===== config.mk =====
export PLATFORM = sky130hd
export DESIGN_NAME = cpu_peripheral_responder
export DESIGN_NICKNAME = d
export VERILOG_FILES = /design/src/rtl/cpu_peripheral_responder.sv
export SDC_FILE = /design/constraint.sdc
export NUM_CORES = 1
export LEC_CHECK = 0
export BUFFER_PORTS_ARGS = -buffer_cell sky130_fd_sc_hd__clkbuf_2
export CAP_MARGIN = 30
export CORE_ASPECT_RATIO = 0.75
export CORE_UTILIZATION = 40
export DETAILED_ROUTE_END_ITERATION = 6
export PLACE_DENSITY = 0.84
export SYNTH_ARGS = -nofsm -noshare
export SYNTH_HDL_FRONTEND = slang
export SYNTH_SLANG_ARGS = --single-unit
export TNS_END_PERCENT = 100

===== constraint.sdc =====
create_clock -name i_clk_2x -period 2.4 [get_ports i_clk_2x]
set_input_delay 0.12 -clock i_clk_2x [delete_from_list [all_inputs] [get_ports i_clk_2x]]
set_output_delay 0.12 -clock i_clk_2x [all_outputs]
set_load 0.005 [all_outputs]

===== src/rtl/cpu_peripheral_responder.sv =====
// Peripheral-side responder for the 2x-domain CPU bus: decodes a region, strobes the peripheral,
// waits for its ready (bounded by a timeout) and holds a level ready until valid drops.
module cpu_peripheral_responder #(
  parameter int unsigned REGIONS      = 4,
  parameter int unsigned REGION_SHIFT = 20,
  parameter int unsigned TIMEOUT      = 15
) (
  input  logic                      i_clk_2x,
  input  logic                      i_reset_n,
  input  logic                      i_cpu_mem_valid_2x,
  input  logic [23:0]               i_cpu_address_2x,
  input  logic [31:0]               i_cpu_write_data_2x,
  input  logic [3:0]                i_cpu_wstrb_2x,
  output logic                      o_cpu_mem_ready,
  output logic [31:0]               o_cpu_read_data,
  output logic [REGIONS-1:0]        o_periph_sel,
  output logic                      o_periph_we,
  output logic                      o_periph_re,
  output logic [REGION_SHIFT-1:0]   o_periph_address,
  output logic [31:0]               o_periph_write_data,
  output logic [3:0]                o_periph_wstrb,
  input  logic [32*REGIONS-1:0]     i_periph_read_data,
  input  logic [REGIONS-1:0]        i_periph_ready,
  output logic                      o_bus_error,
  input  logic                      i_bus_error_clear
);

  localparam int unsigned CNTW = $clog2(TIMEOUT + 1);

  typedef enum logic [1:0] {StIdle, StAccess, StRespond} state_e;

  state_e                    r_state;
  logic [CNTW-1:0]           r_cnt;
  logic [REGIONS-1:0]        r_sel;
  logic                      r_we;
  logic                      r_re;
  logic                      r_ready;
  logic                      r_bus_error;
  logic [31:0]               r_rdata;
  logic [31:0]               r_wdata;
  logic [3:0]                r_wstrb;
  logic [REGION_SHIFT-1:0]   r_addr;

  logic [31:0]               w_region;
  logic                      w_mapped;
  logic [REGIONS-1:0]        w_onehot;
  logic                      w_ready;
  logic                      w_timeout;
  logic [31:0]               w_rdata;

  assign w_region  = 32'(i_cpu_address_2x[23:REGION_SHIFT]);
  assign w_mapped  = (w_region < REGIONS);
  // The latched one-hot select doubles as the region index for ready and data muxing.
  assign w_ready   = |(i_periph_ready & r_sel);
  assign w_timeout = (r_cnt == CNTW'(TIMEOUT));

  always_comb begin
    w_onehot = '0;
    w_rdata  = '0;
    for (int unsigned i = 0; i < REGIONS; i++) begin
      w_onehot[i] = (w_region == i);
      if (r_sel[i]) w_rdata = w_rdata | i_periph_read_data[32*i +: 32];
    end
  end

  always_ff @(posedge i_clk_2x or negedge i_reset_n) begin
    if (!i_reset_n) begin
      r_state     <= StIdle;
      r_cnt       <= '0;
      r_sel       <= '0;
      r_we        <= 1'b0;
      r_re        <= 1'b0;
      r_ready     <= 1'b0;
      r_bus_error <= 1'b0;
      r_rdata     <= '0;
      r_wdata     <= '0;
      r_wstrb     <= '0;
      r_addr      <= '0;
    end else begin
      r_we <= 1'b0;
      r_re <= 1'b0;
      // Error sets below are later assignments, so a simultaneous set wins over clear.
      if (i_bus_error_clear) r_bus_error <= 1'b0;
      case (r_state)
        StIdle: begin
          if (i_cpu_mem_valid_2x) begin
            r_addr  <= i_cpu_address_2x[REGION_SHIFT-1:0];
            r_wdata <= i_cpu_write_data_2x;
            r_wstrb <= i_cpu_wstrb_2x;
            r_cnt   <= '0;
            if (w_mapped) begin
              r_sel   <= w_onehot;
              r_we    <= |i_cpu_wstrb_2x;
              r_re    <= ~|i_cpu_wstrb_2x;
              r_state <= StAccess;
            end else begin
              r_rdata     <= '0;
              r_bus_error <= 1'b1;
              r_ready     <= 1'b1;
              r_state     <= StRespond;
            end
          end
        end
        StAccess: begin
          if (w_ready || w_timeout) begin
            r_sel <= '0;
            if (w_ready) begin
              r_rdata <= w_rdata;
            end else begin
              r_rdata     <= '0;
              r_bus_error <= 1'b1;
            end
            if (i_cpu_mem_valid_2x) begin
              r_ready <= 1'b1;
              r_state <= StRespond;
            end else begin
              r_state <= StIdle;
            end
          end else begin
            r_cnt <= r_cnt + CNTW'(1);
          end
        end
        StRespond: begin
          if (!i_cpu_mem_valid_2x) begin
            r_ready <= 1'b0;
            r_state <= StIdle;
          end
        end
        default: r_state <= StIdle;
      endcase
    end
  end

  assign o_cpu_mem_ready     = r_ready;
  assign o_cpu_read_data     = r_rdata;
  assign o_periph_sel        = r_sel;
  assign o_periph_we         = r_we;
  assign o_periph_re         = r_re;
  assign o_periph_address    = r_addr;
  assign o_periph_write_data = r_wdata;
  assign o_periph_wstrb      = r_wstrb;
  assign o_bus_error         = r_bus_error;

endmodule


=== Word-level counts from Yosys, hierarchy flattened ===
Index checks and enable logic that the tools add are counted.

* Add/sub/neg operators: 1
* Order comparisons: 1
* Equal/unequal tests: 13
* Multiplexer cells: 40
* Bitwise operators: 4
* Reductions and logical operators: 14

{| class="wikitable"
|+ Operator list
! cell !! number
|-
| 32-bit two-way mux || 8
|-
| 32-bit OR || 3
|-
| 32-bit one-hot mux with 2 select lines || 1
|-
| 32-bit logical NOT || 1
|-
| 4-bit two-way mux || 5
|-
| 1-bit two-way mux || 16
|-
| 4-bit one-hot mux with 2 select lines || 2
|-
| 2-bit != test, second input constant || 7
|-
| 2-bit two-way mux || 5
|-
| 4-bit by 2-bit == test with 1-bit output, second input constant || 2
|-
| 4-bit AND reduction || 2
|-
| 4-bit OR reduction || 2
|-
| 2-bit one-hot mux with 3 select lines || 1
|-
| 3-bit AND reduction || 2
|-
| 6-bit AND reduction || 1
|-
| 4-bit by 1-bit adder with 4-bit output, second input constant || 1
|-
| 4-bit bitwise AND || 1
|-
| 4-bit by 1-bit == test with 1-bit output, second input constant || 1
|-
| 4-bit == test, second input constant || 1
|-
| 4-bit by 3-bit < comparator with 1-bit output, second input constant || 1
|-
| 1-bit one-hot mux with 3 select lines || 1
|-
| 3-bit nonzero test || 1
|-
| 2-bit by 1-bit == test with 1-bit output, second input constant || 1
|-
| 2-bit == test, second input constant || 1
|-
| other kinds (6) || 6
|}

* Register bits: 102
* Input bits: 196
* Output and inout bits: 96
* Logic and storage cells: 84

=== Longest topological paths before layout ===
Gate-level depths: netlist (run 1).

* Word-level depth: 10
* Mapped depth: 7
* Gate-level depth less buffers: 5

=== Worst setup path after synthesis (run 1) ===
No wires, ideal clock.

* Path kind: register to register
* Start point: register r_cnt[0]
* End point: register r_cnt[3]
* Setup time: 0.127 ns
* Arrival time: 1.658 ns
* Required time: 2.273 ns
* Setup slack: 0.615 ns
* Cell stages (with the launch flop): 7
* Buffers on the path: 1
* Period minus slack after synthesis: 1.785 ns
* Cells stage by stage: dfrtp_1 > ha_1 > and3_1 > or4_4 > buf_6 > o211ai_2 > o31ai_2

* Cells in the longest elaborated chain, start to end: 4
* Elaborated cells on any way between the ends: 7
* Classes of those cells: add/sub (1); eq/ne (2); mux (2); reduce/logical (2)

{| class="wikitable"
|+ RTL lines
! what !! RTL line !! text
|-
| start: declaration || 33 || <nowiki>logic [CNTW-1:0] r_cnt;</nowiki>
|-
| start signal: assignment || 120 || <nowiki>r_cnt <= r_cnt + CNTW'(1);</nowiki>
|-
| branches (longest 4 deep; another with 4-bit by 1-bit adder with 4-bit output) || -- ||
|}

Several ways; the timed one is not identified. The select of a mux whose other input is x is not followed.
A chain may end at the register's enable or synchronous reset.

=== Worst setup path after layout (run 1) ===
* Start point: register r_cnt[0]
* End point: register r_rdata[18] (netlist: o_cpu_read_data[18])

* Cells in the longest elaborated chain, start to end: 4

{| class="wikitable"
|+ RTL lines
! what !! RTL line !! text
|-
| 4-bit == test || 55 || <nowiki>assign w_timeout = (r_cnt == CNTW'(TIMEOUT));</nowiki>
|-
| 1-bit logical OR || 105 || <nowiki>if (w_ready || w_timeout) begin</nowiki>
|-
| 2-bit != test (no line) || -- ||
|-
| 4-bit AND reduction (no line) || -- ||
|-
| end signal: assignment || 108 || <nowiki>r_rdata <= w_rdata;</nowiki>
|-
| end: declaration || 39 || <nowiki>logic [31:0] r_rdata;</nowiki>
|}

No other way between the ends.

==> impl_metrics.env, run 1 <==
export IMPL_status="finished, violations left"
export IMPL_failed_checks="design-rule violations"
export IMPL_diodes=0
export IMPL_drive_gt1_share_pct=41.4
export IMPL_fmax_mhz=531
export IMPL_synthFlopType="dfrtp_1"
export IMPL_synth_yosys_seq_area_share_pct=55.9
export IMPL_area_growth_pct=55.0
export IMPL_synth_seq_cells=102
export IMPL_skew_ns=0.0114
export IMPL_die_w_um=125
export IMPL_htreeDepth=3
export IMPL_routed_wl_mm=15.1
export IMPL_path_clk_slew_ns=0.08
export IMPL_grt_util_all_layers_pct=25.3
export IMPL_reg2reg_from="r_cnt[0]"
export IMPL_dieArea_um2=11900
export IMPL_std_cell_rows=33
export IMPL_whs_ns=0.0196
export IMPL_max_slew_margin_pct=60.0
export IMPL_synth_area_per_cell_um2=9.96
export IMPL_antenna_found_initial=0
export IMPL_intPower_mw=3.54
export IMPL_seq_area_um2=2550
export IMPL_fin_area_um2=7080
export IMPL_clock_sinks=102
export IMPL_final_fill_count=850
export IMPL_finalCriticalPeriod_ns=1.88
export IMPL_post_cts_resized=0
export IMPL_portBuffers=291
export IMPL_ys_top_cells_by_area="dfrtp_1, nand2_1, a22o_1"
export IMPL_seq_power_share_pct=43.0
export IMPL_syn_area_um2=4570
export IMPL_initial_core_util_pct=41.4
export IMPL_hold_class="input pin to flop"
export IMPL_min_delay_start="i_cpu_mem_valid_2x"
export IMPL_ir_worst_vdd_uv=600
export IMPL_final_cells=937
export IMPL_place_congestion=0.816
export IMPL_fin_crit_sh_pct=78.4
export IMPL_fin_setup_tns_ns=0
export IMPL_design_core_area_um2=11000
export IMPL_power_density_nw_per_um2=730
export IMPL_critical_path_arrival_ns=2.13
export IMPL_drt_initial_drc_count=269
export IMPL_num_io_pins=292
export IMPL_max_cap_violations=0
export IMPL_cpPeakStageDelay_ns=0.41
export IMPL_critPathRequiredTime_ns=2.65
export IMPL_synthCells=459
export IMPL_gr_total_overflow=0
export IMPL_finalSetupViolCount=0
export IMPL_synth_edff_count=0
export IMPL_finalHoldViolCount=0
export IMPL_vias=4893
export IMPL_rsz0062_at_grt="false"
export IMPL_route_detailed_drc=17
export IMPL_leakage_nw=3.85
export IMPL_yosysMostFrequentCell="nand2_1"
export IMPL_synth_nets=656
export IMPL_crit_type="flop to flop"
export IMPL_drtAntennaViolNets=0
export IMPL_drtPass1Iterations=7
export IMPL_p_clk_share_pct=30.0
export IMPL_critPathSlowestCell="dfrtp_1"
export IMPL_clk_path_buf_depth=2
export IMPL_synth_top_area_share_pct=55.9
export IMPL_end_kind="flop"
export IMPL_critPathLaunch="r_cnt[0]"
export IMPL_ys_types=36
export IMPL_power_frac_comb_pct=26.9
export IMPL_synth_top_area_cell="dfrtp_1"
export IMPL_cts_made_buffers=9
export IMPL_die_height_um=94.6
export IMPL_crit_path_max_fanout=32
export IMPL_grt_pass1_wl_mm=23.4
export IMPL_p_sw_mw=1.63
export IMPL_multi_input_area_um2=1850
export IMPL_clk_latency_ns=0.34
export IMPL_critPathLaunchType="flop"
export IMPL_grt_max_degree=60
export IMPL_p_sw_share_pct=31.5
export IMPL_viasPerCell=5.22
export IMPL_cts_root_buf="clkbuf_16"
export IMPL_dp_cells=863
export IMPL_nets=989
export IMPL_ys_warn_count=0
export IMPL_tightest_slew_ns=0.600
export IMPL_wl_per_cell_um=16.1
export IMPL_place_area_um2=6180
export IMPL_synthTopCellsByCount="nand2_1, dfrtp_1, a22o_1"
export IMPL_slew_violations=0
export IMPL_cts_tree="done"
export IMPL_dp_hpwl_mm=9.92
export IMPL_synthArstFlopShare_pct=100
export IMPL_grt_pass1_vias=4668
export IMPL_crit_chain="ha_1 -> and3_1 -> o31ai_1 -> a21o_1 -> buf_4 -> o2bb2ai_1"
==> cells by family after synthesis <==
kind of cell,after synthesis,share of synthesized area (%)
adder cells (fa/ha/maj),1,0.274
AND/OR/NAND/NOR,196,17.1
multiplexers,5,1.18
AO/OA/AOI/OAI,113,21.6
flip-flops,102,55.9
buffers and inverters,42,3.97
==> area by class of cell <==
class                           count  area share [%]
Clock inverter                      7            1.34
Tap cell                          140            2.47
Timing Repair Buffer              360            30.7
Sequential cell                   102            36.0
Clock buffer                        9            3.18
Inverter                            4           0.212
Multi-Input combinational cell    315            26.1
==> flip-flops by register name, indices dropped and copies added (netlist names) <==
name	count
o_cpu_mem_ready	1
o_periph_we	1
o_periph_wstrb	4
o_cpu_read_data	32
r_cnt	4
o_periph_address	20
o_periph_sel	4
o_periph_re	1
o_periph_write_data	32
o_bus_error	1
r_state	2
==> per-stage QoR <==
step                      utilization, %  total power [mW]  setup WS, ns
after floorplan                        -              2.86         0.615
after global placement              56.1              3.51         0.622
after detailed placement            56.1              3.53         0.552
after CTS                           64.2              5.18         0.525
after global routing                64.2              5.47         0.314
final                               64.2              5.17         0.518
==> what timing repair did <==
| item | in CTS | in global routing |
|---|---|---|
| endpoints found under the hold margin | 89 | 0 |
| setup buffers | 0 | 0 |
| hold buffers | 58 | 0 |
| setup endpoints to repair | 0 | 0 |
==> cell usage in the layout, fill, tap and decap left out, drive strengths merged, types with 4 or more instances in the layout <==
cell type	count
nand2	172
nand3	4
inv	9
nor2	6
buf	12
dfrtp	102
clkbuf	299
dlygate4sd3	58
a221oi	32
a22o	34
o2bb2ai	32
==> per-layer routing <==
metal  GRT usage [%]  wire length (um)
met5               0                 0
met4            11.6               469
met3            6.35              1010
met2            43.1              7540
met1            30.7              6090
==> power groups by stage <==
stage | registers [mW] | logic, mW | clock network [mW]
after global routing | 2.26 | 1.54 | 1.67
final | 2.23 | 1.39 | 1.55
after global placement | 2.24 | 1.27 | 0
after detailed placement | 2.23 | 1.30 | 0
after CTS | 2.21 | 1.37 | 1.60
after floorplan | 2.24 | 0.619 | 0
==> critical path, delay by kind of cell, from the launching register on <==
family	cells	cell delay, ns
AOI/OAI and AO/OA	3	0.65
DFF	1	0.41
buffers and inverters	1	0.33
adders and majority gates	1	0.22
and+or+nand+nor	1	0.18
==> final timing paths <==
check / depth (start not counted) / slack, ns / endpoint
max in group asynchronous: 3 / 1.46 / o_cpu_read_data[3]
max: 6 / 0.52 / o_cpu_read_data[18]
min reg2reg: 2 / 0.48 / o_periph_address[1]
max reg2reg: 6 / 0.52 / o_cpu_read_data[18]
min in group asynchronous: 2 / 0.25 / o_periph_write_data[9]
min: 2 / 0.02 / r_state[1]
No activity file was read; power rests on OpenSTA's default activity.
==> run 2, diff against run 1 <==
--- a/config.mk
+++ b/config.mk
@@ -5,12 +5,13 @@
 export SDC_FILE = /design/constraint.sdc
 export NUM_CORES = 1
 export LEC_CHECK = 0
+export ABC_AREA = 1
 export BUFFER_PORTS_ARGS = -buffer_cell sky130_fd_sc_hd__clkbuf_2
 export CAP_MARGIN = 30
 export CORE_ASPECT_RATIO = 0.75
 export CORE_UTILIZATION = 40
 export DETAILED_ROUTE_END_ITERATION = 6
-export PLACE_DENSITY = 0.84
+export PLACE_DENSITY = 0.86
 export SYNTH_ARGS = -nofsm -noshare
 export SYNTH_HDL_FRONTEND = slang
 export SYNTH_SLANG_ARGS = --single-unit
==> constraint.sdc (replaced) <==
create_clock -name i_clk_2x -period 1.61 [get_ports i_clk_2x]
set_input_delay 0.0805 -clock i_clk_2x [delete_from_list [all_inputs] [get_ports i_clk_2x]]
set_output_delay 0.0805 -clock i_clk_2x [all_outputs]
set_load 0.005 [all_outputs]
==> run 2 against run 1 <==
The flow now finishes without violations. Register-to-register slack got worse by 0.40 ns. Clock skew fell by 0.0043 ns. Final cell count increased by 12%. Critical path depth grew 3. Sequential power increased by 78%. Die area increased by 7.7%. Sequential cell count is the same. Critical path type unchanged. Critical endpoint is now r_cnt[1].
==> impl_metrics.env, run 2 <==
export IMPL_drt_initial_drc_count=197
export IMPL_tightest_slew_ns=0.482
export IMPL_clock_sinks=102
export IMPL_grt_pass1_wl_mm=24.2
export IMPL_synthArstFlopShare_pct=100
export IMPL_antenna_found_initial=0
export IMPL_cpPeakStageDelay_ns=0.41
export IMPL_intPower_mw=6.98
export IMPL_path_common_cell="nand2_1"
export IMPL_gr_total_overflow=0
export IMPL_viasPerCell=4.86
export IMPL_vias=5096
export IMPL_ir_worst_vdd_uv=953
export IMPL_path_clk_slew_ns=0.07
export IMPL_clk_latency_ns=0.34
export IMPL_num_io_pins=292
export IMPL_yosysMostFrequentCell="nand2_1"
export IMPL_final_cells=1048
export IMPL_max_cap_violations=0
export IMPL_dieArea_um2=12800
export IMPL_power_density_nw_per_um2=1440
export IMPL_clk_path_buf_depth=2
export IMPL_ys_types=26
export IMPL_p_clk_share_pct=20.3
export IMPL_m1WireLength_mm=5.91
export IMPL_fin_crit_sh_pct=92.5
export IMPL_fmax_mhz=672
export IMPL_place_congestion=0.812
export IMPL_area_growth_pct=52.3
export IMPL_synthTopCellsByCount="nand2_1, dfrtp_1, nand4_1"
export IMPL_finalHoldViolCount=0
export IMPL_cts_tree="done"
export IMPL_cp_buffers_inverters=2
export IMPL_whs_ns=0.0266
export IMPL_synthCells=536
export IMPL_seq_power_share_pct=36.8
export IMPL_nets=1078
export IMPL_max_slew_margin_pct=67.8
export IMPL_die_height_um=98.1
export IMPL_crit_type="flop to flop"
export IMPL_reg2reg_from="r_cnt[0]"
export IMPL_std_cell_rows=34
export IMPL_synth_nets=733
export IMPL_drtAntennaViolNets=0
export IMPL_grt_pass1_vias=5212
export IMPL_dp_hpwl_mm=10.4
export IMPL_critPathLaunchType="flop"
export IMPL_hold_class="input pin to flop"
export IMPL_crit_path_max_fanout=7
export IMPL_synth_top_area_cell="dfrtp_1"
export IMPL_cts_made_buffers=9
export IMPL_drtPass1Iterations=5
export IMPL_r2r_end="r_cnt[1]"
export IMPL_skew_ns=0.00711
export IMPL_route_met3_wl_mm=1.19
export IMPL_top_layer="met4"
export IMPL_dp_cells=971
export IMPL_status="complete, no violations"
export IMPL_reg2regPathDepth=9
export IMPL_syn_area_um2=4930
export IMPL_synth_top_area_share_pct=51.8
export IMPL_finalCriticalPeriod_ns=1.49
export IMPL_final_cell_mix="clkbuf_2, nand2_1, dfrtp_1, dlygate4sd3_1, nand4_1"
export IMPL_drive_gt1_share_pct=43.7
export IMPL_power_frac_comb_pct=43.0
export IMPL_p_sw_mw=3.81
export IMPL_crit_chain="ha_1 -> nand2_1 -> inv_1 -> nand2_1 -> nand3_4 -> buf_4 -> nand2_1 -> nand3_1 -> nand2_1"
export IMPL_initial_core_util_pct=41.8
export IMPL_critPathRequiredTime_ns=1.89
export IMPL_crit_end="r_cnt[1]"
export IMPL_cp_top_family="simple AND/OR/NAND/NOR gates"
export IMPL_synth_seq_cells=102
export IMPL_leakage_nw=4.15
export IMPL_grt_max_degree=36
export IMPL_critPathLaunch="r_cnt[0]"
export IMPL_pre_cts_ws_ns=0.00731
export IMPL_final_common_cell="clkbuf_2"
export IMPL_ys_warn_count=0
export IMPL_htreeDepth=3
export IMPL_slew_violations=0
export IMPL_synth_area_per_cell_um2=9.20
export IMPL_regToRegSetupSlack_ns=0.12
export IMPL_critical_path_arrival_ns=1.76
export IMPL_synth_edff_count=0
export IMPL_met2_length_mm=8.12
export IMPL_critPathSlowestCell="dfrtp_1"
export IMPL_p_sw_share_pct=35.3
export IMPL_route_detailed_drc=0
export IMPL_cts_root_buf="clkbuf_16"
export IMPL_synthFlopType="dfrtp_1"
export IMPL_p_total_mw=10.8
export IMPL_grt_util_all_layers_pct=24.8
export IMPL_crit_cells=9
export IMPL_synth_yosys_seq_area_share_pct=51.8
export IMPL_wl_per_cell_um=15.0
export IMPL_end_kind="flop"
export IMPL_routed_wl_mm=15.8
export IMPL_finalSetupViolCount=0
export IMPL_diodes=0
export IMPL_design_core_area_um2=11800
export IMPL_worst_slack_ns=0.121
export IMPL_ys_top_cells_by_area="dfrtp_1, nand2_1, mux2_4"
export IMPL_die_w_um=130
export IMPL_portBuffers=291
run 2: cell types whose count changed after synthesis, moves of 5 or more:
cell / before / now
inv_1: 4 / 12
mux2_4: 0 / 26
clkbuf_1: 29 / 12
nand3_1: 4 / 11
o2bb2ai_1: 32 / 0
mux2_2: 3 / 26
nand4_1: 1 / 39
nand2_1: 172 / 260
a22o_1: 33 / 0
buf_6: 2 / 7
a221oi_1: 32 / 0
run 2: final cells by class:
type / instances / area, um2
clock inverter: 7 / 78.8
clock buffer: 9 / 225
tap: 162 / 203
timing repair buffer: 363 / 2210
inverter: 14 / 52.6
multi-input combinational: 391 / 2180
fill: 933 / 4270
sequential: 102 / 2550
run 2: logic make-up after synthesis:
family | synth area share [%]
muxes | 13.9
adders and majority gates | 0.254
AOI/OAI and AO/OA | 0.914
buffers and inverters | 4.75
DFF | 51.8
xor gates and xnor gates | 0.178
and+or+nand+nor | 28.3
run 2: worst min path at each step:
stage               depth (start not counted)                 endpoint               startpoint  slack [ns]
global placement                            1       o_cpu_read_data[5]                i_reset_n        0.07
floorplan                                   0              o_bus_error                i_reset_n       -0.22
global route                                2  o_periph_write_data[12]  i_cpu_write_data_2x[12]       0.003
finish                                      2  o_periph_write_data[12]  i_cpu_write_data_2x[12]        0.03
CTS                                         2  o_periph_write_data[12]  i_cpu_write_data_2x[12]      0.0007
detailed placement                          1       o_cpu_read_data[5]                i_reset_n        0.07
run 2: power groups by stage:
stage	logic, mW	registers, mW	clock network, mW
floorplan	2.58	3.96	0
detailed placement	4.25	3.95	0
global route	5.07	4.07	2.36
finish	4.64	3.97	2.19
global placement	4.14	3.91	0
CTS	4.36	3.94	2.25
run 2: repair_timing:
action                                 in CTS  in global routing
cloned                                      0                  1
endpoints found under the hold margin      88                  0
buffers inserted                            0                  4
gates resized for setup                     0                  4
pin swaps                                   0                  2
hold buffers                               56                  0
setup endpoints to repair                   5                 34
run 2: per-stage QoR:
step	util [%]	instance area (um2)	setup TNS [ns]
detailed placement	55.7	6570	0
finish	63.7	7510	0
global route	63.7	7510	-0.00440
CTS	63.1	7430	-0.0320
floorplan	-	4930	0
global placement	55.7	6570	0
run 2: routing by layer:
| metal | global-route usage, % | vias up |
|---|---|---|
| li1 | - | 2422 |
| met1 | 26.0 | 2373 |
| met2 | 45.5 | 251 |
| met3 | 6.79 | 50 |
| met4 | 11.4 | 0 |
| met5 | 0 | - |
==> run 3, diff against run 2 <==
--- a/config.mk
+++ b/config.mk
@@ -11,6 +11,7 @@
 export CORE_ASPECT_RATIO = 0.75
 export CORE_UTILIZATION = 40
 export DETAILED_ROUTE_END_ITERATION = 6
+export GPL_TIMING_DRIVEN = 0
 export PLACE_DENSITY = 0.86
 export SYNTH_ARGS = -nofsm -noshare
 export SYNTH_HDL_FRONTEND = slang
==> run 3 against run 2 <==
Die area stayed put. Sequential cell count stayed put. Sequential power hardly changed. Critical path type unchanged. Critical endpoint is now o_cpu_read_data[28].
==> impl_metrics.env, run 3 (synthesized netlist as in run 2, its figures left out) <==
export IMPL_finalHoldViolCount=0
export IMPL_dp_hpwl_mm=11.1
export IMPL_critical_path_arrival_ns=1.69
export IMPL_gr_total_overflow=0
export IMPL_fin_area_um2=7490
export IMPL_clock_sinks=102
export IMPL_cpPeakStageDelay_ns=0.40
export IMPL_max_cap_violations=0
export IMPL_cts_tree="done"
export IMPL_design_core_area_um2=11800
export IMPL_drive_gt1_share_pct=43.2
export IMPL_fmax_mhz=682
export IMPL_diodes=0
export IMPL_dieArea_um2=12800
export IMPL_path_common_cell="nand2_1"
export IMPL_grt_max_degree=61
export IMPL_die_w_um=130
export IMPL_crit_type="flop to flop"
export IMPL_cts_made_buffers=9
export IMPL_power_density_nw_per_um2=1420
export IMPL_final_fill_count=1000
export IMPL_final_util_pct=63.6
export IMPL_portBuffers=291
export IMPL_max_slew_margin_pct=57.1
export IMPL_ir_worst_vdd_uv=889
export IMPL_grt_pass1_vias=5067
export IMPL_dp_cells=990
export IMPL_area_growth_pct=52.0
export IMPL_finalCriticalPeriod_ns=1.47
export IMPL_critPathLaunchType="flop"
export IMPL_place_congestion=0.764
export IMPL_fin_crit_sh_pct=91.1
export IMPL_viasPerCell=4.75
export IMPL_std_cell_rows=34
export IMPL_skew_ns=0.0127
export IMPL_cts_root_buf="clkbuf_16"
export IMPL_critPathSlowestCell="dfrtp_1"
export IMPL_drtPass1Iterations=4
export IMPL_status="complete, no violations"
export IMPL_tightest_slew_ns=0.644
export IMPL_final_common_cell="clkbuf_2"
export IMPL_seq_area_um2=2550
export IMPL_multi_input_area_um2=2150
export IMPL_p_sw_share_pct=35.8
export IMPL_htreeDepth=3
export IMPL_p_clk_share_pct=19.7
export IMPL_crit_path_max_fanout=10
export IMPL_slew_violations=0
export IMPL_clk_latency_ns=0.34
export IMPL_end_kind="flop"
export IMPL_final_cells=1064
export IMPL_hold_class="input pin to flop"
export IMPL_route_detailed_drc=0
export IMPL_vias=5053
export IMPL_grt_pass1_wl_mm=24.2
export IMPL_drt_initial_drc_count=148
export IMPL_num_io_pins=292
export IMPL_crit_chain="ha_2 -> nand2_1 -> inv_1 -> nand2_1 -> nand3_4 -> nand3_4 -> buf_6 -> nand2_1 -> nand2_1"
export IMPL_drtAntennaViolNets=0
export IMPL_finalSetupViolCount=0
export IMPL_path_clk_slew_ns=0.07
export IMPL_place_area_um2=6620
export IMPL_die_height_um=98.1
export IMPL_p_total_mw=10.6
export IMPL_grt_util_all_layers_pct=24.7
export IMPL_seq_power_share_pct=37.2
export IMPL_nets=1094
export IMPL_final_cell_mix="clkbuf_2, nand2_1, dfrtp_1, dlygate4sd3_1, nand4_1"
export IMPL_p_sw_mw=3.81
export IMPL_initial_core_util_pct=41.8
export IMPL_rsz0062_at_grt="false"
export IMPL_wl_per_cell_um=14.7
export IMPL_leakage_nw=4.15
export IMPL_critPathRequiredTime_ns=1.84
export IMPL_intPower_mw=6.83
export IMPL_clk_path_buf_depth=2
export IMPL_antenna_found_initial=0
export IMPL_power_frac_comb_pct=43.1
export IMPL_routed_wl_mm=15.6
==> run 3: changes by cell type in the layout (fill, tap and decap cells not counted), sizes merged, moves of 2 or more <==
cell    previous run  this run
clkinv             3         1
inv               17        19
buf               17        20
clkbuf           299       312
==> run 3: through the flow <==
step / hold slack (ns) / setup TNS, ns / setup slack, ns
3_3_place_gp: 0.312 / -89.65 / -0.889
4_1_cts: 0.0312 / 0 / 0.0875
5_1_grt: 0.0612 / 0 / 0.00213
3_5_place_dp: 0.170 / 0 / 0.103
6_report: 0.0452 / 0 / 0.144
2_1_floorplan: -0.215 / 0 / 0.274
==> run 3: path summary, 6_finish.rpt <==
path                                          start                 endpoint  slack (ns)  depth (start not counted)
worst max-delay path                       r_cnt[0]      o_cpu_read_data[28]        0.14                          9
worst min-delay path             i_cpu_mem_valid_2x               r_state[1]        0.05                          3
min in group asynchronous                 i_reset_n      o_cpu_read_data[11]        0.34                          2
worst min register to register  o_cpu_read_data[12]      o_cpu_read_data[12]        0.47                          2
worst max register to register             r_cnt[0]      o_cpu_read_data[28]        0.14                          9
max in group asynchronous                 i_reset_n  o_periph_write_data[31]        0.56                          3
==> run 3: timing repair <==
action	in CTS	in global routing
hold buffers	57	0
setup endpoints to repair	0	31
buffers inserted	0	1
endpoints found under the hold margin	98	0
gates resized for setup	0	2
==> run 3: per-layer routing <==
metal	up-vias	wire [um]	part of all wire (%)	track usage [%]
met5	-	0	0	0
met4	0	337	2.2	7.96
met3	29	1040	6.7	6.03
met2	202	8030	51	45.5
met1	2366	6190	40	27.6
li1	2456	-	-	-
==> run 3: power groups by stage <==
| stage | Clock, mW | Sequential [mW] | Combinational (mW) |
|---|---|---|---|
| 6_report | 2.09 | 3.96 | 4.58 |
| 5_1_grt | 2.26 | 4.06 | 5.02 |
| 4_1_cts | 2.16 | 3.93 | 4.54 |
| 3_5_place_dp | 0 | 3.96 | 4.43 |
| 3_3_place_gp | 0 | 3.89 | 4.32 |
| 2_1_floorplan | 0 | 3.96 | 2.58 |
==> run 3: final cells by class <==
cell class / instances / share of cell area (%)
Buffer: 30 / 2.42
Clock buffer: 9 / 3.01
Clock inverter: 7 / 0.835
Inverter: 14 / 0.701
Multi-Input combinational cell: 390 / 28.7
Sequential cell: 102 / 34.1
Tap cell: 162 / 2.70
Timing Repair Buffer: 350 / 27.5
==> run 3: critical path: cells and delay by family (launching register included) <==
family	cells	cell delay [ns]
buffers and inverters	2	0.26
adder cells (fa/ha/maj)	1	0.19
AND/OR/NAND/NOR	6	0.50
flip-flops	1	0.40
